<file path="src/rtl/eth_tx_port_arbiter.sv">
`default_nettype none
// ============================================================================
// eth_tx_port_arbiter : packet-level arbiter sharing one 1GbE TX data/status
// FIFO pair between N_REQ decoder ports. Option macro: PRIO_PORT0_EN.
// Revision: 1.0
// ============================================================================
module eth_tx_port_arbiter #(
  parameter int N_REQ    = 2,
  parameter int AVL_SIZE = 8,
  parameter int STATUS_W = 96,
  parameter int MAX_IDLE = 255
) (
  input  logic                      clk,
  input  logic                      reset,
  input  logic [N_REQ-1:0]          req,
  output logic [N_REQ-1:0]          grant,
  input  logic [N_REQ*AVL_SIZE-1:0] req_data,
  input  logic [N_REQ-1:0]          req_data_write,
  input  logic [N_REQ*STATUS_W-1:0] req_status,
  input  logic [N_REQ-1:0]          req_status_write,
  output logic [N_REQ-1:0]          req_data_full,
  output logic [N_REQ-1:0]          req_status_full,
  output logic [AVL_SIZE-1:0]       tx_fifo_data,
  output logic                      tx_fifo_data_write,
  output logic [STATUS_W-1:0]       tx_fifo_status,
  output logic                      tx_fifo_status_write,
  input  logic                      tx_fifo_data_full,
  input  logic                      tx_fifo_status_full,
  output logic                      drop_err,
  output logic                      timeout_err
);

  localparam int IDX_W = (N_REQ > 1) ? $clog2(N_REQ) : 1;
  localparam int CNT_W = $clog2(MAX_IDLE + 1);

  localparam logic [IDX_W-1:0] C_LAST_IDX  = IDX_W'(N_REQ - 1);
  localparam logic [IDX_W-1:0] C_ONE_IDX   = IDX_W'(1);
  localparam logic [N_REQ-1:0] C_ONE_REQ   = N_REQ'(1);
  localparam logic [CNT_W-1:0] C_ONE_CNT   = CNT_W'(1);
  localparam logic [CNT_W-1:0] C_IDLE_MAX  = CNT_W'(MAX_IDLE);
  localparam logic [CNT_W-1:0] C_IDLE_LAST = CNT_W'(MAX_IDLE - 1);

  localparam logic [1:0] ST_ARB     = 2'd0;
  localparam logic [1:0] ST_BUSY    = 2'd1;
  localparam logic [1:0] ST_RELEASE = 2'd2;

  logic [1:0]          state_q, state_d;
  logic [N_REQ-1:0]    grant_q, grant_d;
  logic [IDX_W-1:0]    last_q, last_d;
  logic [CNT_W-1:0]    idle_cnt_q, idle_cnt_d;
  logic [AVL_SIZE-1:0] tx_data_q, tx_data_d;
  logic [STATUS_W-1:0] tx_status_q, tx_status_d;
  logic                tx_dw_q, tx_dw_d;
  logic                tx_sw_q, tx_sw_d;
  logic                drop_err_q, timeout_err_q;

  logic [N_REQ-1:0]    w_rr_req;
  logic [IDX_W-1:0]    w_cand, w_win_idx;
  logic                w_win_valid, w_prio;
  logic [AVL_SIZE-1:0] w_g_data;
  logic [STATUS_W-1:0] w_g_status;
  logic                w_g_req, w_g_dw, w_g_sw, w_idle_tick, w_timeout, w_drop;

  // Winner search walks last+1, last+2, ... wrapping at N_REQ-1.
  always_comb begin
    w_prio   = 1'b0;
    w_rr_req = req;
`ifdef PRIO_PORT0_EN
    w_prio      = req[0];
    w_rr_req[0] = 1'b0;
`endif
    w_win_valid = w_prio;
    w_win_idx   = '0;
    w_cand      = last_q;
    for (int k = 0; k < N_REQ; k++) begin
      w_cand = (w_cand == C_LAST_IDX) ? '0 : w_cand + C_ONE_IDX;
      if (!w_win_valid && w_rr_req[w_cand]) begin
        w_win_valid = 1'b1;
        w_win_idx   = w_cand;
      end
    end
  end

  always_comb begin
    w_g_data   = '0;
    w_g_status = '0;
    for (int i = 0; i < N_REQ; i++) begin
      if (grant_q[i]) begin
        w_g_data   = req_data[i*AVL_SIZE +: AVL_SIZE];
        w_g_status = req_status[i*STATUS_W +: STATUS_W];
      end
    end
  end

  // grant_q is zero outside BUSY, so masking by it covers both drop cases.
  assign w_g_req     = |(req & grant_q);
  assign w_g_dw      = |(req_data_write & grant_q);
  assign w_g_sw      = |(req_status_write & grant_q);
  assign w_drop      = |((req_data_write | req_status_write) & ~grant_q);
  assign w_idle_tick = !w_g_dw && !w_g_sw && !tx_fifo_data_full && !tx_fifo_status_full;

  always_comb begin
    state_d     = state_q;
    grant_d     = grant_q;
    last_d      = last_q;
    idle_cnt_d  = idle_cnt_q;
    tx_data_d   = tx_data_q;
    tx_status_d = tx_status_q;
    tx_dw_d     = 1'b0;
    tx_sw_d     = 1'b0;
    w_timeout   = 1'b0;
    case (state_q)
      ST_ARB: begin
        if (w_win_valid) begin
          grant_d    = C_ONE_REQ << w_win_idx;
          state_d    = ST_BUSY;
          idle_cnt_d = '0;
          if (!w_prio) last_d = w_win_idx;
        end
      end
      ST_BUSY: begin
        tx_data_d   = w_g_data;
        tx_status_d = w_g_status;
        tx_dw_d     = w_g_dw;
        tx_sw_d     = w_g_sw;
        if (w_g_dw || w_g_sw)
          idle_cnt_d = '0;
        else if (w_idle_tick && idle_cnt_q != C_IDLE_MAX)
          idle_cnt_d = idle_cnt_q + C_ONE_CNT;
        if (w_g_sw || !w_g_req) begin
          grant_d = '0;
          state_d = ST_RELEASE;
        end else if (w_idle_tick && idle_cnt_q == C_IDLE_LAST) begin
          grant_d   = '0;
          state_d   = ST_RELEASE;
          w_timeout = 1'b1;
        end
      end
      ST_RELEASE: state_d = ST_ARB;
      default: begin
        state_d = ST_ARB;
        grant_d = '0;
      end
    endcase
  end

  always_ff @(posedge clk) begin
    if (reset) begin
      state_q       <= ST_ARB;
      grant_q       <= '0;
      last_q        <= C_LAST_IDX;
      idle_cnt_q    <= '0;
      tx_data_q     <= '0;
      tx_status_q   <= '0;
      tx_dw_q       <= 1'b0;
      tx_sw_q       <= 1'b0;
      drop_err_q    <= 1'b0;
      timeout_err_q <= 1'b0;
    end else begin
      state_q       <= state_d;
      grant_q       <= grant_d;
      last_q        <= last_d;
      idle_cnt_q    <= idle_cnt_d;
      tx_data_q     <= tx_data_d;
      tx_status_q   <= tx_status_d;
      tx_dw_q       <= tx_dw_d;
      tx_sw_q       <= tx_sw_d;
      drop_err_q    <= w_drop;
      timeout_err_q <= w_timeout;
    end
  end

  assign grant                = grant_q;
  assign req_data_full        = {N_REQ{tx_fifo_data_full}} | ~grant_q;
  assign req_status_full      = {N_REQ{tx_fifo_status_full}} | ~grant_q;
  assign tx_fifo_data         = tx_data_q;
  assign tx_fifo_data_write   = tx_dw_q;
  assign tx_fifo_status       = tx_status_q;
  assign tx_fifo_status_write = tx_sw_q;
  assign drop_err             = drop_err_q;
  assign timeout_err          = timeout_err_q;

endmodule
`default_nettype wire

</file>
<file path="config.mk">
export PLATFORM = sky130hd
export DESIGN_NAME = eth_tx_port_arbiter
export DESIGN_NICKNAME = d
export VERILOG_FILES = /design/src/rtl/eth_tx_port_arbiter.sv
export SDC_FILE = /design/constraint.sdc
export NUM_CORES = 1
export LEC_CHECK = 0
export CAP_MARGIN = 5
export CORE_MARGIN = 5
export CORE_UTILIZATION = 36
export CTS_CLUSTER_SIZE = 12
export DETAILED_ROUTE_END_ITERATION = 12
export PLACE_DENSITY = 0.79
export SYNTH_ARGS = -nofsm -noshare
export SYNTH_HDL_FRONTEND = slang
export SYNTH_SLANG_ARGS = --single-unit
</file>
<file path="constraint.sdc">
create_clock -name clk -period 1.85 [get_ports clk]
set_clock_uncertainty 0.15 [all_clocks]
set_input_delay 0.2775 -clock clk [delete_from_list [all_inputs] [get_ports clk]]
set_output_delay 0.2775 -clock clk [all_outputs]
set_load 0.03 [all_outputs]
</file>
# Word-level counts from Yosys, hierarchy flattened
# Cells that the tools add are included.
[totals]
mem_count = 0
elab_cells = 86
regBits = 121
ramBits = 0
rom_bits = 0
inputBits = 218
output_inout_bits = 114
latch_bits = 0
[op_classes]
shift = 1
reduce_logical = 26
add_sub_neg = 3
n_mul = 0
eq_ne = 7
n_bitwise = 10
n_div = 0
n_lt_le_gt_ge = 2
n_mux = 27
[ops]
columns = ["operator", "count"]
rows = [
  ["$mux W96", 2],
  ["$mux W8", 5],
  ["$pmux W8 S2", 1],
  ["$mux W2", 6],
  ["$mux W1", 11],
  ["$reduce_or A2 Y1", 5],
  ["$add A8 B1 Y8 const B", 1],
  ["$and A2 B2 Y2", 4],
  ["$eq A8 B8 Y1 const B", 1],
  ["$ne A8 B8 Y1 const B", 1],
  ["$logic_and A1 B1 Y1", 6],
  ["$logic_not A1 Y1", 6],
  ["$ne A3 B3 Y1 const B", 2],
  ["$or A2 B2 Y2", 3],
  ["$pmux W2 S3", 1],
  ["$reduce_and A3 Y1", 2],
  ["$lt A1 B2 Y1 const B", 2],
  ["$pmux W2 S2", 1],
  ["$reduce_and A2 Y1", 2],
  ["$reduce_or A3 Y1", 1],
  ["$add A1 B1 Y1 const B", 2],
  ["$eq A2 B1 Y1 const B", 1],
  ["$eq A2 B2 Y1 const B", 1],
  ["$logic_not A2 Y1", 1],
  ["6 further kinds", 8],
]

# Logic depth before layout (Yosys ltp)
[logic_depth]
ltp_word = 11
ltp_mapped = 7
depth_no_buf = 7

# Worst setup path before layout
# Ideal clock, no wire load.
[synth_path]
kind = "flip-flop to output port"
from = "reg grant_q[1] (netlist: grant[1])"
to = "out req_data_full[1]"
t_required_ns = 1.422
slack_ns = -0.073
stages_incl_launch_ff = 5
n_path_buf = 3
arrival_time_ns = 1.495
path_cell_list = "dfxtp_1 buf_2 buf_2 buf_1 nand2b_1"
[synth_between]
elab_chain_cells = 2
[synth_rtl]
columns = ["item", "line_no", "source"]
rows = [
  ["from (decl)", "48", "logic [N_REQ-1:0] grant_q, grant_d;"],
  ["from (signal assigned)", "161", "grant_q <= grant_d;"],
  ["$not A2 Y2", "174", "assign req_data_full = {N_REQ{tx_fifo_data_full}} | ~grant_q;"],
  ["$or A2 B2 Y2", "174", ""],
  ["to (decl)", "21", "output logic [N_REQ-1:0] req_data_full,"],
]
# Every way passes these cells.

# Worst setup path after layout
[layout_path]
from = "reg idle_cnt_q[0]"
to = "reg state_q[1]"
[layout_between]
elab_chain_cells = 4
[layout_rtl]
columns = ["item", "line_no", "source"]
rows = [
  ["from (decl)", "50", "logic [CNT_W-1:0] idle_cnt_q, idle_cnt_d;"],
  ["from (signal assigned)", "163", "idle_cnt_q <= idle_cnt_d;"],
  ["$eq A8 B8 Y1", "133", "end else if (w_idle_tick && idle_cnt_q == C_IDLE_LAST) begin"],
  ["$logic_and A1 B1 Y1", "133", ""],
  ["$ne A3 B3 Y1 (no source line)", "--", ""],
  ["$reduce_and A2 Y1 (no source line)", "--", ""],
  ["to (signal assigned)", "160", "state_q <= state_d;"],
  ["to (decl)", "47", "logic [1:0] state_q, state_d;"],
]
# Every way passes these cells.
# A chain may end at the register's enable or synchronous reset.

==> report_table.html <==
<table>
<tr><th>Metric</th><th>Value</th></tr>
<tr><th colspan="2">Status</th></tr>
<tr><td>Outcome</td><td>finished clean</td></tr>
<tr><th colspan="2">Global routing</th></tr>
<tr><td>Number of global-route vias before repair</td><td>around 5700</td></tr>
<tr><td>Initial antenna violation count</td><td>0</td></tr>
<tr><td>First-pass GRT wire length</td><td>about 31000 µm</td></tr>
<tr><td>Maximum number of pins on one net before global-route repair</td><td>122</td></tr>
<tr><td>Global router's overall resource usage</td><td>a little under a quarter</td></tr>
<tr><td>Total global routing overflow</td><td>0</td></tr>
<tr><th colspan="2">Flow run</th></tr>
<tr><td>Count of maximum capacitance violations</td><td>0</td></tr>
<tr><th colspan="2">CTS</th></tr>
<tr><td>Clock tree from TritonCTS</td><td>yes</td></tr>
<tr><td>Number of H-tree levels</td><td>4</td></tr>
<tr><td>Clock slew at the register clock pins of the worst setup and hold paths</td><td>around 0.05 ns</td></tr>
<tr><td>Buffer levels on the longest clock path</td><td>2</td></tr>
<tr><td>Number of hold-repair buffers added at the cts stage</td><td>0</td></tr>
<tr><td>CTS Buf Count</td><td>17</td></tr>
<tr><td>Master cell of the clock root buffer</td><td>sky130_fd_sc_hd__clkbuf_16</td></tr>
<tr><td>Total clock sinks</td><td>around 120</td></tr>
<tr><td>Source-to-sink clock delay at the later pin of the worst-skew pair</td><td>0.42 ns</td></tr>
<tr><th colspan="2">Synthesis</th></tr>
<tr><td>Main combinational cell family by area after synthesis</td><td>simple AND/OR/NAND/NOR gates</td></tr>
<tr><td>Share of synthesized area occupied by flip-flops and latches</td><td>47.8%</td></tr>
<tr><td>Top flip-flop cell by instance count after synthesis</td><td>sky130_fd_sc_hd__dfxtp_1</td></tr>
<tr><td>Gate count of the mapped netlist</td><td>592</td></tr>
<tr><td>FFs w/ async S/R, synth</td><td>0%</td></tr>
<tr><td>Post-synthesis compound-gate area fraction</td><td>between 20% and 30%</td></tr>
<tr><td>Number of synthesized flops with an enable pin</td><td>0</td></tr>
<tr><td>Number of flip-flops and latches in the synthesized netlist</td><td>121</td></tr>
<tr><td>Warnings, synthesis</td><td>0</td></tr>
<tr><td>Arithmetic-cell share of the synthesized area counting full adders, half adders and majority gates</td><td>0.493%</td></tr>
<tr><td>Simple-gate share of the synthesized area</td><td>24.1%</td></tr>
<tr><td>Number of distinct library cells after synthesis</td><td>39</td></tr>
<tr><td>Mux share of post-synthesis cell area</td><td>0%</td></tr>
<tr><td>Xor and xnor area share after synthesis</td><td>0%</td></tr>
<tr><td>Net count after synthesis</td><td>812</td></tr>
<tr><td>Synthesized cell area</td><td>0.00507 mm²</td></tr>
<tr><td>Synthesized area divided by synthesized cell count</td><td>approximately 8.6 µm²</td></tr>
<tr><th colspan="2">STA</th></tr>
<tr><td>Slew margin rel.</td><td>61.7%</td></tr>
<tr><td>Achievable Freq</td><td>572 MHz</td></tr>
<tr><td>Worst-Margin Slew</td><td>around 0.57 ns</td></tr>
<tr><td>Final worst path period need</td><td>between 1.5 and 2 ns</td></tr>
<tr><td>Final Hold Fails</td><td>0</td></tr>
<tr><td>Setup repair after global routing missed its margin</td><td>no</td></tr>
<tr><td>Final Cycle Share</td><td>94.5%</td></tr>
<tr><td>Final sum of negative setup slack</td><td>0 ns</td></tr>
<tr><td>Number of failing setup endpoints in the final timing report</td><td>0</td></tr>
<tr><td>Max-slew violation count</td><td>0</td></tr>
<tr><th colspan="2">Layout</th></tr>
<tr><td>Nets</td><td>between 1000 and 1500</td></tr>
<tr><td>Proportion of layout cells with a drive suffix above 1</td><td>roughly 8.2%</td></tr>
<tr><td>Area added between synthesis and finish</td><td>80.6%</td></tr>
<tr><td>Commonest cells after routing, fill and taps aside</td><td>216 x sky130_fd_sc_hd__clkdlybuf4s50_1, 119 x sky130_fd_sc_hd__nor2_1, 118 x sky130_fd_sc_hd__dfxtp_1</td></tr>
<tr><td>Most common library cell in the layout ignoring fill and taps</td><td>sky130_fd_sc_hd__clkdlybuf4s50_1</td></tr>
<tr><td>Ant diodes</td><td>0</td></tr>
<tr><td>Design Area, Final</td><td>0.00916 mm²</td></tr>
<tr><th colspan="2">Power and ir drop</th></tr>
<tr><td>Power consumption</td><td>8.44 mW</td></tr>
<tr><td>Worst voltage drop across the vdd grid</td><td>0.000495 V</td></tr>
<tr><td>Leak Pwr</td><td>3.84 nW</td></tr>
<tr><td>Power per cell area</td><td>just over 900 mW/mm²</td></tr>
<tr><th colspan="2">Routing</th></tr>
<tr><td>Wire length per cell</td><td>between 15 and 20 µm</td></tr>
<tr><td>Number of search-and-repair iterations in the first detailed-routing pass</td><td>5</td></tr>
<tr><td>Topmost layer with routed signal wires</td><td>met4</td></tr>
<tr><td>Post-detailed-route via-to-cell ratio</td><td>5.41</td></tr>
<tr><td>Detailed-routing wirelength on met1</td><td>7780 µm</td></tr>
<tr><td>Violation count after the first detailed-route iteration</td><td>380</td></tr>
<tr><td>Vias post-DR</td><td>5947</td></tr>
<tr><td>Met2 routed WL</td><td>10600 µm</td></tr>
<tr><td>Met3 routed WL</td><td>~1800 µm</td></tr>
<tr><td>Final wirelength</td><td>20600 µm</td></tr>
<tr><td>Number of DRC violations after detailed routing</td><td>0</td></tr>
<tr><td>Post-route ant nets</td><td>0</td></tr>
<tr><th colspan="2">Placed design</th></tr>
<tr><td>Dpl hpwl</td><td>14500 µm</td></tr>
<tr><td>Instance area after placement</td><td>~0.0086 mm²</td></tr>
<tr><td>Final Wtd Congestion</td><td>0.846</td></tr>
<tr><td>IO Port Bufs</td><td>331</td></tr>
<tr><th colspan="2">Setup path</th></tr>
<tr><td>Startpoint Class</td><td>flop</td></tr>
<tr><td>Crit-path max FO</td><td>6</td></tr>
<tr><td>Worst Path Arrival</td><td>1.88 ns</td></tr>
<tr><td>Required @ worst endpoint</td><td>1.98 ns</td></tr>
<tr><td>CP endpoint kind</td><td>flop</td></tr>
<tr><td>Worst setup path category</td><td>flop to flop</td></tr>
<tr><th colspan="2">Die</th></tr>
<tr><td>Core Box Area</td><td>0.0138 mm²</td></tr>
<tr><td>Number of primary I/O pins</td><td>between 300 and 400</td></tr>
<tr><td>Row Count</td><td>43</td></tr>
<tr><td>Die ar.</td><td>approximately 0.017 mm²</td></tr>
<tr><td>Die span in x</td><td>129 µm</td></tr>
<tr><td>Y dimension of the die</td><td>129 µm</td></tr>
<tr><td>Initial core utilization</td><td>36.7%</td></tr>
<tr><th colspan="2">Min path</th></tr>
<tr><td>Hold Path Class</td><td>primary input to flop</td></tr>
</table>
[critical path, cell delays in order, from the launching register on]
cell,delay (ns)
sky130_fd_sc_hd__dfxtp_2,0.37
sky130_fd_sc_hd__inv_1,0.05
sky130_fd_sc_hd__ha_1,0.19
sky130_fd_sc_hd__inv_1,0.08
sky130_fd_sc_hd__or3_1,0.13
sky130_fd_sc_hd__nor2_1,0.05
sky130_fd_sc_hd__or3_1,0.42
sky130_fd_sc_hd__nor3b_1,0.17
[where the power goes]
part           switching [mW]  internal (mW)  total, mW
combinational            1.29           1.01       2.30
sequential              0.120           2.85       2.97
clock                    1.15           2.01       3.17
total                    2.56           5.88       8.44
[stage by stage]
| stage | setup WS [ns] | cells | hold WS (ns) | util [%] |
|---|---|---|---|---|
| after global routing | 0.0112 | 1100 | 0.136 | 66.2 |
| after detailed placement | -0.245 | 1066 | 0.327 | 62.5 |
| after global placement | -0.252 | 1066 | 0.300 | 62.5 |
| final | 0.102 | 1100 | 0.131 | 66.2 |
| after CTS | 0.00252 | 1098 | 0.103 | 65.8 |
| after floorplan | 0.0509 | 592 | 0.286 | - |
[timing repair]
item / CTS / global route
gates cloned: 0 / 1
setup endpoints to repair: 111 / 14
gates resized for setup: 110 / 9
buffers inserted: 0 / 1
hold endpoints to repair: 0 / 0
pin swaps: 0 / 1
[Yosys cell counts, drive strengths merged, types with 3 or more instances]
| cell | n | area share, % |
|---|---|---|
| buf | 26 | 2.4 |
| nand3 | 5 | 0.49 |
| clkbuf | 37 | 2.7 |
| nand2b | 6 | 0.74 |
| a211oi | 3 | 0.44 |
| dfxtp | 121 | 48 |
| a221oi | 104 | 18 |
| nand2 | 10 | 0.79 |
| o21ai | 9 | 0.89 |
| a21oi | 4 | 0.39 |
| nor3 | 110 | 11 |
| or3 | 5 | 0.62 |
| nor2b | 5 | 0.62 |
| nor2 | 119 | 8.8 |
[cell families after synthesis]
group,count (synthesis)
adder cells (fa/ha/maj),2
flip-flops,121
AND/OR/NAND/NOR,268
AO/OA/AOI/OAI,136
buffers and inverters,65
[registers in the layout (all words and copies together), names as in the netlist]
name	cells
tx_fifo_data	8
state_q	2
drop_err	1
idle_cnt_q	8
tx_fifo_data_write	1
last_q	1
grant	2
timeout_err	1
tx_fifo_status	96
tx_fifo_status_write	1
[final timing paths]
path | from | end | slack, ns | cells past startpoint
worst max-delay path | idle_cnt_q[0] | state_q[1] | 0.10 | 7
worst min-delay path | reset | timeout_err | 0.13 | 3
worst max register to register | idle_cnt_q[0] | state_q[1] | 0.10 | 7
worst min register to register | last_q | last_q | 0.33 | 1
[final cells by class]
type	instances	area (µm²)
flip-flops and latches	121	2430
fillers	1207	4670
multi-input cells	406	2420
repair buffers	359	3510
inverters	2	7.51
clock buffers	25	505
clock inverters	7	65.1
well taps	180	225
[metal layers]
metal	GRT usage (%)	up-vias
met5	0	-
li1	-	2864
met1	27.2	2806
met2	40.3	245
met3	7.72	32
met4	7.84	0
No activity file was read; power rests on OpenSTA's default activity.
